File: config.mk
export PLATFORM = sky130hd
export DESIGN_NAME = muldiv_fu_flat
export DESIGN_NICKNAME = d
export VERILOG_FILES = /design/src/rtl/muldiv_fu_if.sv /design/src/rtl/muldiv_fu.sv /design/src/flat_wrapper.sv
export SDC_FILE = /design/constraint.sdc
export NUM_CORES = 2
export LEC_CHECK = 0
export CAP_MARGIN = 20
export CORE_MARGIN = 4
export CORE_UTILIZATION = 45
export CTS_BUF_LIST = sky130_fd_sc_hd__clkbuf_8
export DETAILED_ROUTE_END_ITERATION = 10
export PLACE_DENSITY = 0.69
export SLEW_MARGIN = 20
export SYNTH_ARGS = -nofsm -noshare
export SYNTH_HDL_FRONTEND = slang
export SYNTH_SLANG_ARGS = --single-unit
File: constraint.sdc
create_clock -name clk_in -period 10.55 [get_ports clk_in]
set_input_delay 1.055 -clock clk_in [delete_from_list [all_inputs] [get_ports clk_in]]
set_output_delay 1.055 -clock clk_in [all_outputs]
set_load 0.01 [all_outputs]
File: src/rtl/muldiv_fu_if.sv
// muldiv_fu_if: issue handshake from the reservation station plus the result/grant
// handshake toward the CDB.
//   master: the RS/CDB side (drives the issue fields and B_grant).
//   slave : the functional unit (drives RS_ready and the B_ result fields).
interface muldiv_fu_if #(
  parameter int unsigned XLEN    = 32,
  parameter int unsigned ROB_LOG = 4
);
  logic               RS_valid;
  logic               RS_ready;
  logic [2:0]         RS_op;
  logic [XLEN-1:0]    RS_Vj;
  logic [XLEN-1:0]    RS_Vk;
  logic [ROB_LOG-1:0] RS_DestRob;
  logic               B_enable;
  logic [XLEN-1:0]    B_value;
  logic [ROB_LOG-1:0] B_RobId;
  logic               B_grant;

  modport master (
    output RS_valid, RS_op, RS_Vj, RS_Vk, RS_DestRob, B_grant,
    input  RS_ready, B_enable, B_value, B_RobId
  );

  modport slave (
    input  RS_valid, RS_op, RS_Vj, RS_Vk, RS_DestRob, B_grant,
    output RS_ready, B_enable, B_value, B_RobId
  );
endinterface

File: src/rtl/muldiv_fu.sv
// muldiv_fu: RV32M multiply/divide functional unit.
// Multiplies go through a fixed MUL_LAT-deep pipeline; divides use an iterative
// radix-2 restoring divider. Results are queued in an output FIFO for the CDB.
// Ports:
//   clk_in   - clock
//   rst_in   - synchronous active-high reset
//   rdy_in   - global enable; low freezes all state
//   clear_in - misprediction flush (same datapath effect as reset)
//   bus      - RS issue handshake and CDB result/grant (slave side)
module muldiv_fu #(
  parameter int unsigned XLEN      = 32,
  parameter int unsigned ROB_LOG   = 4,
  parameter int unsigned MUL_LAT   = 3,
  parameter int unsigned OUT_DEPTH = 4
) (
  input logic        clk_in,
  input logic        rst_in,
  input logic        rdy_in,
  input logic        clear_in,
  muldiv_fu_if.slave bus
);
  localparam int unsigned PW  = $clog2(OUT_DEPTH);
  localparam int unsigned CW  = PW + 1;
  localparam int unsigned UW  = $clog2(OUT_DEPTH + MUL_LAT + 1) + 1;
  localparam int unsigned NW  = $clog2(XLEN);
  localparam int unsigned PrW = 2 * XLEN;
  localparam logic [XLEN-1:0] MinInt = {1'b1, {(XLEN-1){1'b0}}};

  typedef enum logic [1:0] {StIdle, StRun, StFix} div_state_e;

  logic [MUL_LAT-1:0] mul_vld_q;
  logic [XLEN-1:0]    mul_res_q [MUL_LAT];
  logic [ROB_LOG-1:0] mul_rob_q [MUL_LAT];

  div_state_e         div_state_q, div_state_d;
  logic [XLEN-1:0]    quo_q, quo_d, rem_q, rem_d, dvs_q, dvs_d;
  logic [NW-1:0]      div_cnt_q, div_cnt_d;
  logic [ROB_LOG-1:0] div_rob_q, div_rob_d;
  logic               div_neg_q, div_neg_d, div_rem_q, div_rem_d, div_spec_q, div_spec_d;

  logic [XLEN-1:0]    fifo_val_q [OUT_DEPTH];
  logic [ROB_LOG-1:0] fifo_rob_q [OUT_DEPTH];
  logic [PW-1:0]      wr_ptr_q, rd_ptr_q;
  logic [CW-1:0]      fifo_cnt_q;

  logic               div_busy, rs_ready, accept, mul_acc, div_acc;
  logic               mul_push, div_push, push, pop, b_enable;
  logic [UW-1:0]      credits_used;
  logic [XLEN-1:0]    mul_res, fix_val, push_val, div_mag;
  logic [ROB_LOG-1:0] push_rob;
  logic signed [XLEN:0] a_ext, b_ext;
  logic [PrW-1:0]     prod;
  logic [XLEN:0]      r_sh, diff;
  logic               op_signed, a_neg, b_neg;

  // Every op in flight or queued holds one FIFO slot, so a push can never overflow.
  always_comb begin
    credits_used = UW'(fifo_cnt_q) + UW'(div_busy);
    for (int i = 0; i < MUL_LAT; i++) begin
      credits_used = credits_used + UW'(mul_vld_q[i]);
    end
  end

  assign div_busy = (div_state_q != StIdle);
  assign rs_ready = !div_busy && (credits_used < UW'(OUT_DEPTH));
  assign accept   = bus.RS_valid && rs_ready;
  assign mul_acc  = accept && !bus.RS_op[2];
  assign div_acc  = accept && bus.RS_op[2];

  // Multiply: sign-extend each operand by one bit as the op demands; the low 2*XLEN
  // bits of the extended product are exact for every signedness combination.
  always_comb begin
    a_ext   = {(bus.RS_op[1:0] == 2'd1 || bus.RS_op[1:0] == 2'd2) & bus.RS_Vj[XLEN-1],
               bus.RS_Vj};
    b_ext   = {(bus.RS_op[1:0] == 2'd1) & bus.RS_Vk[XLEN-1], bus.RS_Vk};
    prod    = PrW'(a_ext) * PrW'(b_ext);
    mul_res = (bus.RS_op[1:0] == 2'd0) ? prod[XLEN-1:0] : prod[PrW-1:XLEN];
  end

  assign op_signed = !bus.RS_op[0];
  assign a_neg     = op_signed && bus.RS_Vj[XLEN-1];
  assign b_neg     = op_signed && bus.RS_Vk[XLEN-1];
  assign r_sh      = {rem_q, quo_q[XLEN-1]};
  assign diff      = r_sh - {1'b0, dvs_q};

  always_comb begin
    div_state_d = div_state_q;
    quo_d       = quo_q;
    rem_d       = rem_q;
    dvs_d       = dvs_q;
    div_cnt_d   = div_cnt_q;
    div_rob_d   = div_rob_q;
    div_neg_d   = div_neg_q;
    div_rem_d   = div_rem_q;
    div_spec_d  = div_spec_q;
    unique case (div_state_q)
      StIdle: begin
        if (div_acc) begin
          div_rob_d   = bus.RS_DestRob;
          div_rem_d   = bus.RS_op[1];
          div_cnt_d   = '0;
          div_spec_d  = 1'b0;
          rem_d       = '0;
          quo_d       = a_neg ? -bus.RS_Vj : bus.RS_Vj;
          dvs_d       = b_neg ? -bus.RS_Vk : bus.RS_Vk;
          // Quotient sign from both operands, remainder sign from the dividend.
          div_neg_d   = bus.RS_op[1] ? a_neg : (a_neg ^ b_neg);
          div_state_d = StRun;
          // Special cases skip the iteration; quo_q carries the final result.
          if (bus.RS_Vk == '0) begin
            div_spec_d  = 1'b1;
            quo_d       = bus.RS_op[1] ? bus.RS_Vj : '1;
            div_state_d = StFix;
          end else if (op_signed && bus.RS_Vj == MinInt && bus.RS_Vk == '1) begin
            div_spec_d  = 1'b1;
            quo_d       = bus.RS_op[1] ? '0 : MinInt;
            div_state_d = StFix;
          end
        end
      end
      StRun: begin
        if (!diff[XLEN]) begin
          rem_d = diff[XLEN-1:0];
          quo_d = {quo_q[XLEN-2:0], 1'b1};
        end else begin
          rem_d = r_sh[XLEN-1:0];
          quo_d = {quo_q[XLEN-2:0], 1'b0};
        end
        div_cnt_d = div_cnt_q + NW'(1);
        if (div_cnt_q == NW'(XLEN - 1)) begin
          div_state_d = StFix;
        end
      end
      StFix: begin
        // A retiring multiply owns the FIFO write port; retry next edge.
        if (!mul_push) begin
          div_state_d = StIdle;
        end
      end
      default: div_state_d = StIdle;
    endcase
  end

  assign div_mag  = div_rem_q ? rem_q : quo_q;
  assign fix_val  = div_spec_q ? quo_q : (div_neg_q ? -div_mag : div_mag);
  assign mul_push = mul_vld_q[MUL_LAT-1];
  assign div_push = (div_state_q == StFix) && !mul_push;
  assign push     = mul_push || div_push;
  assign push_val = mul_push ? mul_res_q[MUL_LAT-1] : fix_val;
  assign push_rob = mul_push ? mul_rob_q[MUL_LAT-1] : div_rob_q;
  assign b_enable = (fifo_cnt_q != '0);
  assign pop      = b_enable && bus.B_grant;

  always_ff @(posedge clk_in) begin
    if (rst_in || clear_in) begin
      mul_vld_q   <= '0;
      div_state_q <= StIdle;
      wr_ptr_q    <= '0;
      rd_ptr_q    <= '0;
      fifo_cnt_q  <= '0;
    end else if (rdy_in) begin
      for (int i = MUL_LAT - 1; i > 0; i--) begin
        mul_vld_q[i] <= mul_vld_q[i-1];
        mul_res_q[i] <= mul_res_q[i-1];
        mul_rob_q[i] <= mul_rob_q[i-1];
      end
      mul_vld_q[0] <= mul_acc;
      mul_res_q[0] <= mul_res;
      mul_rob_q[0] <= bus.RS_DestRob;
      div_state_q  <= div_state_d;
      quo_q        <= quo_d;
      rem_q        <= rem_d;
      dvs_q        <= dvs_d;
      div_cnt_q    <= div_cnt_d;
      div_rob_q    <= div_rob_d;
      div_neg_q    <= div_neg_d;
      div_rem_q    <= div_rem_d;
      div_spec_q   <= div_spec_d;
      if (push) begin
        fifo_val_q[wr_ptr_q] <= push_val;
        fifo_rob_q[wr_ptr_q] <= push_rob;
        wr_ptr_q             <= wr_ptr_q + PW'(1);
      end
      if (pop) begin
        rd_ptr_q <= rd_ptr_q + PW'(1);
      end
      fifo_cnt_q <= fifo_cnt_q + CW'(push) - CW'(pop);
    end
  end

  assign bus.RS_ready = rs_ready;
  assign bus.B_enable = b_enable;
  assign bus.B_value  = b_enable ? fifo_val_q[rd_ptr_q] : '0;
  assign bus.B_RobId  = b_enable ? fifo_rob_q[rd_ptr_q] : '0;
endmodule
File: src/flat_wrapper.sv
// flat-port wrapper written by rule: the top's interface ports become plain ports
module muldiv_fu_flat 
#(
  parameter int unsigned XLEN      = 32,
  parameter int unsigned ROB_LOG   = 4,
  parameter int unsigned MUL_LAT   = 3,
  parameter int unsigned OUT_DEPTH = 4
)
  (clk_in, rst_in, rdy_in, clear_in, bus_RS_valid, bus_RS_op, bus_RS_Vj, bus_RS_Vk, bus_RS_DestRob, bus_B_grant, bus_RS_ready, bus_B_enable, bus_B_value, bus_B_RobId);
  muldiv_fu_if #(.XLEN(XLEN), .ROB_LOG(ROB_LOG)) bus_i ();
  input logic clk_in;
  input logic rst_in;
  input logic rdy_in;
  input logic clear_in;
  input wire logic [$bits(bus_i.RS_valid)-1:0] bus_RS_valid;
  input wire logic [$bits(bus_i.RS_op)-1:0] bus_RS_op;
  input wire logic [$bits(bus_i.RS_Vj)-1:0] bus_RS_Vj;
  input wire logic [$bits(bus_i.RS_Vk)-1:0] bus_RS_Vk;
  input wire logic [$bits(bus_i.RS_DestRob)-1:0] bus_RS_DestRob;
  input wire logic [$bits(bus_i.B_grant)-1:0] bus_B_grant;
  output wire logic [$bits(bus_i.RS_ready)-1:0] bus_RS_ready;
  output wire logic [$bits(bus_i.B_enable)-1:0] bus_B_enable;
  output wire logic [$bits(bus_i.B_value)-1:0] bus_B_value;
  output wire logic [$bits(bus_i.B_RobId)-1:0] bus_B_RobId;
  assign bus_i.RS_valid = bus_RS_valid;
  assign bus_i.RS_op = bus_RS_op;
  assign bus_i.RS_Vj = bus_RS_Vj;
  assign bus_i.RS_Vk = bus_RS_Vk;
  assign bus_i.RS_DestRob = bus_RS_DestRob;
  assign bus_i.B_grant = bus_B_grant;
  assign bus_RS_ready = bus_i.RS_ready;
  assign bus_B_enable = bus_i.B_enable;
  assign bus_B_value = bus_i.B_value;
  assign bus_B_RobId = bus_i.B_RobId;
  muldiv_fu #(.XLEN(XLEN), .ROB_LOG(ROB_LOG), .MUL_LAT(MUL_LAT), .OUT_DEPTH(OUT_DEPTH)) u_core (.clk_in(clk_in), .rst_in(rst_in), .rdy_in(rdy_in), .clear_in(clear_in), .bus(bus_i));
endmodule
==> impl_metrics.csv <==
group,metric,value,unit
run_status,status,"complete, no violations",
timing,maxSlewViolCount,0,
clock_tree,htreeDepth,2,
detailed_routing,dr.max_layer_used,"met5",
clock_tree,cts_root_buf,"clkbuf_8",
final_layout,layout_common_cells,"inv_1, fa_1, nand2_1",
yosys,yosys_register_bits,374,
detailed_routing,drtIter0Drc,3580,
clock_tree,cts_made_buffers,61,
final_layout,drive_gt1_frac,0.0535,
critical_path,cpMaxStageDelayCell,"fa_1",
global_route,grt-ovfl-total,0,
final_layout,register_area,0.0111,mm²
yosys,synthCells,6018,
yosys,synth-edff-count,360,
clock_tree,clock_latency,0.69,ns
yosys,async_flop_share,0,
floorplan,die_y,367,µm
yosys,synth_area,0.0579,mm²
place,dp.cells,7569,
critical_path,cp-start-kind,"input pin",
final_layout,fin_cells,7696,
place,dp_hpwl,128000,µm
floorplan,core,0.128,mm²
timing,fin_tns_setup,0,ns
critical_path,cp.arrival,9.95,ns
critical_path,crit_path_max_incr_delay,0.79,ns
clock_tree,post_cts_resized,0,
timing,period_needed,9.53,ns
final_layout,fillers,11700,
clock_tree,cts_sinks,374,
place,gp_congestion,0.977,
min_path,hp-class,"flop to flop",
critical_path,crit_type,"input pin to flop",
floorplan,core.rowCount,131,
yosys,ys_seq_area_frac,0.192,
global_route,grt_usage,0.243,
yosys,syn-num-nets,7483,
detailed_routing,avgViaCountPerCell,5.49,
timing,rsz0062_at_grt,"false",
clock_tree,path_clk_slew,0.06,ns
clock_tree,clockBufferDepth,3,
yosys,synth_warnings,0,
detailed_routing,route.met2.wl,75300,µm
timing,setup_viol,0,
floorplan,fp.dieW,367,µm
global_route,grt_max_degree,99,
critical_path,critPathMaxFanout,13,
timing,clock_skew,0.0408,ns
floorplan,fp.dieArea,0.134,mm²
detailed_routing,num_vias,42200,
timing,slew_headroom,0.244,
timing,worst_pin_slew,1.12,ns
global_route,antenna_found_initial,13,
clock_tree,postCtsSetupBuffers,0,
yosys,ys.flop_type,"edfxtp_1",
place,port_buffers,114,
detailed_routing,ant_nets,0,
yosys,synth_cell_types,92,
detailed_routing,drt-pass1-iter-count,5,
critical_path,cp-end-kind,"flop",
detailed_routing,routedWlPerCell,21.0,µm
global_route,first_global_vias,44200,
timing,hold_viol,0,
clock_tree,cts_tree,"done",
floorplan,start_util,0.453,
job,maxCapViolCount,0,
timing,fin_crit_sh,0.904,
final_layout,multi_input_area,0.0406,mm²
yosys,avgSynthCellArea,9.62,µm²
detailed_routing,totalWireLength,161000,µm
detailed_routing,route.met3.wl,12400,µm
final_layout,syn_to_final_growth,7.00,%
detailed_routing,wl_met1,66800,µm
detailed_routing,remaining_drc_errors,0,
floorplan,io_pins,115,
global_route,grt_pass1_wl,257000,µm
final_layout,nNetsFinal,7436,
timing,fmax,0.105,GHz
final_layout,final_common_cell,"inv_1",
critical_path,cp.required,10.97,ns
critical_path,crit_top_cell,"fa_1",
clock_tree,cts_hold_buf,0,
## cell type report
class	instances	area share
clock inverter	52	0.00481
multi-input combinational	4009	0.656
inverter	1270	0.0770
sequential	374	0.179
timing repair buffer	255	0.0349
clock buffer	63	0.0140
antenna	11	0.000445
tap	1662	0.0336
## flip-flops by register name, summed over array words and instances, names as in the netlist, 4 cells and up, named ones only
register	flops
u_core.fifo_rob_q	16
u_core.rem_q	32
u_core.fifo_val_q	128
u_core.quo_q	32
u_core.mul_rob_q	12
u_core.div_cnt_q	5
u_core.dvs_q	32
u_core.mul_res_q	96
u_core.div_rob_q	4
## critical path, delay by kind of cell
family                   cells  cell delay (ns)
AND/OR/NAND/NOR              6             1.21
adder cells (fa/ha/maj)     10             5.21
AO/OA/AOI/OAI                5             1.03
buffers and inverters        8             1.43
## metal layers
layer,GRT usage,vias to the layer above
li1,-,18400
met1,0.339,21800
met2,0.392,1752
met3,0.0339,296
met4,0.0848,6
met5,0,-
## path summary, 6_finish.rpt
check                          startpoint                 endpoint  slack [ns]  cells after the start
hold / removal    u_core.mul_res_q[0][33]  u_core.mul_res_q[0][65]        0.39                      0
setup reg to reg         u_core.quo_q[31]         u_core.rem_q[18]        5.74                     14
hold reg to reg   u_core.mul_res_q[0][33]  u_core.mul_res_q[0][65]        0.39                      0
setup / recovery             bus_RS_op[1]  u_core.mul_res_q[0][28]        1.02                     29
## per-stage QoR
stage	setup slack (ns)	cell area (µm²)	hold slack [ns]	utilization
after floorplan	1.27	57900	0.400	-
after global routing	0.760	61900	0.390	0.485
after CTS	1.10	61900	0.364	0.485
after detailed placement	0.362	60700	0.405	0.475
final	1.02	61900	0.388	0.485
after global placement	0.539	60700	0.402	0.476
## Yosys cell counts (16+ instances only)
cell,number,share of area
inv_1,1266,0.082
fa_1,1128,0.39
nand2_1,930,0.060
edfxtp_1,360,0.19
clkbuf_1,328,0.021
and2_1,312,0.034
ha_1,260,0.056
nor2_1,259,0.017
a21oi_1,133,0.012
o21ai_0,89,0.0077
xnor2_1,79,0.012
a21o_1,67,0.0087
o21ai_1,60,0.0052
xor2_1,59,0.0089
nor3_1,43,0.0037
nand3_1,40,0.0035
mux2i_1,39,0.0067
and3_1,37,0.0040
mux4_2,36,0.014
a31oi_1,33,0.0036
nand2b_1,33,0.0036
a211oi_1,28,0.0036
buf_1,28,0.0018
nand4_1,27,0.0029
o21a_1,24,0.0031
nor2b_1,21,0.0023
o31ai_1,17,0.0022
or3_1,17,0.0018
nand3b_1,16,0.0021
## cell families (layout without fill, tap and decap cells)
family          after synthesis  count (layout)  share of synthesized area
xor+xnor                    138             138                     0.0209
buf+inv                    1635            1640                      0.107
simple gates               1797            1797                      0.143
mux                          93              93                     0.0243
fa+ha+maj                  1388            1388                      0.446
other cells                   0              11                          0
flops                       374             374                      0.192
compound gates              593             593                     0.0667
Power is left out: the tool's default activity adds up to more than one toggle a clock period on the data nets, which glitch-free logic cannot reach.
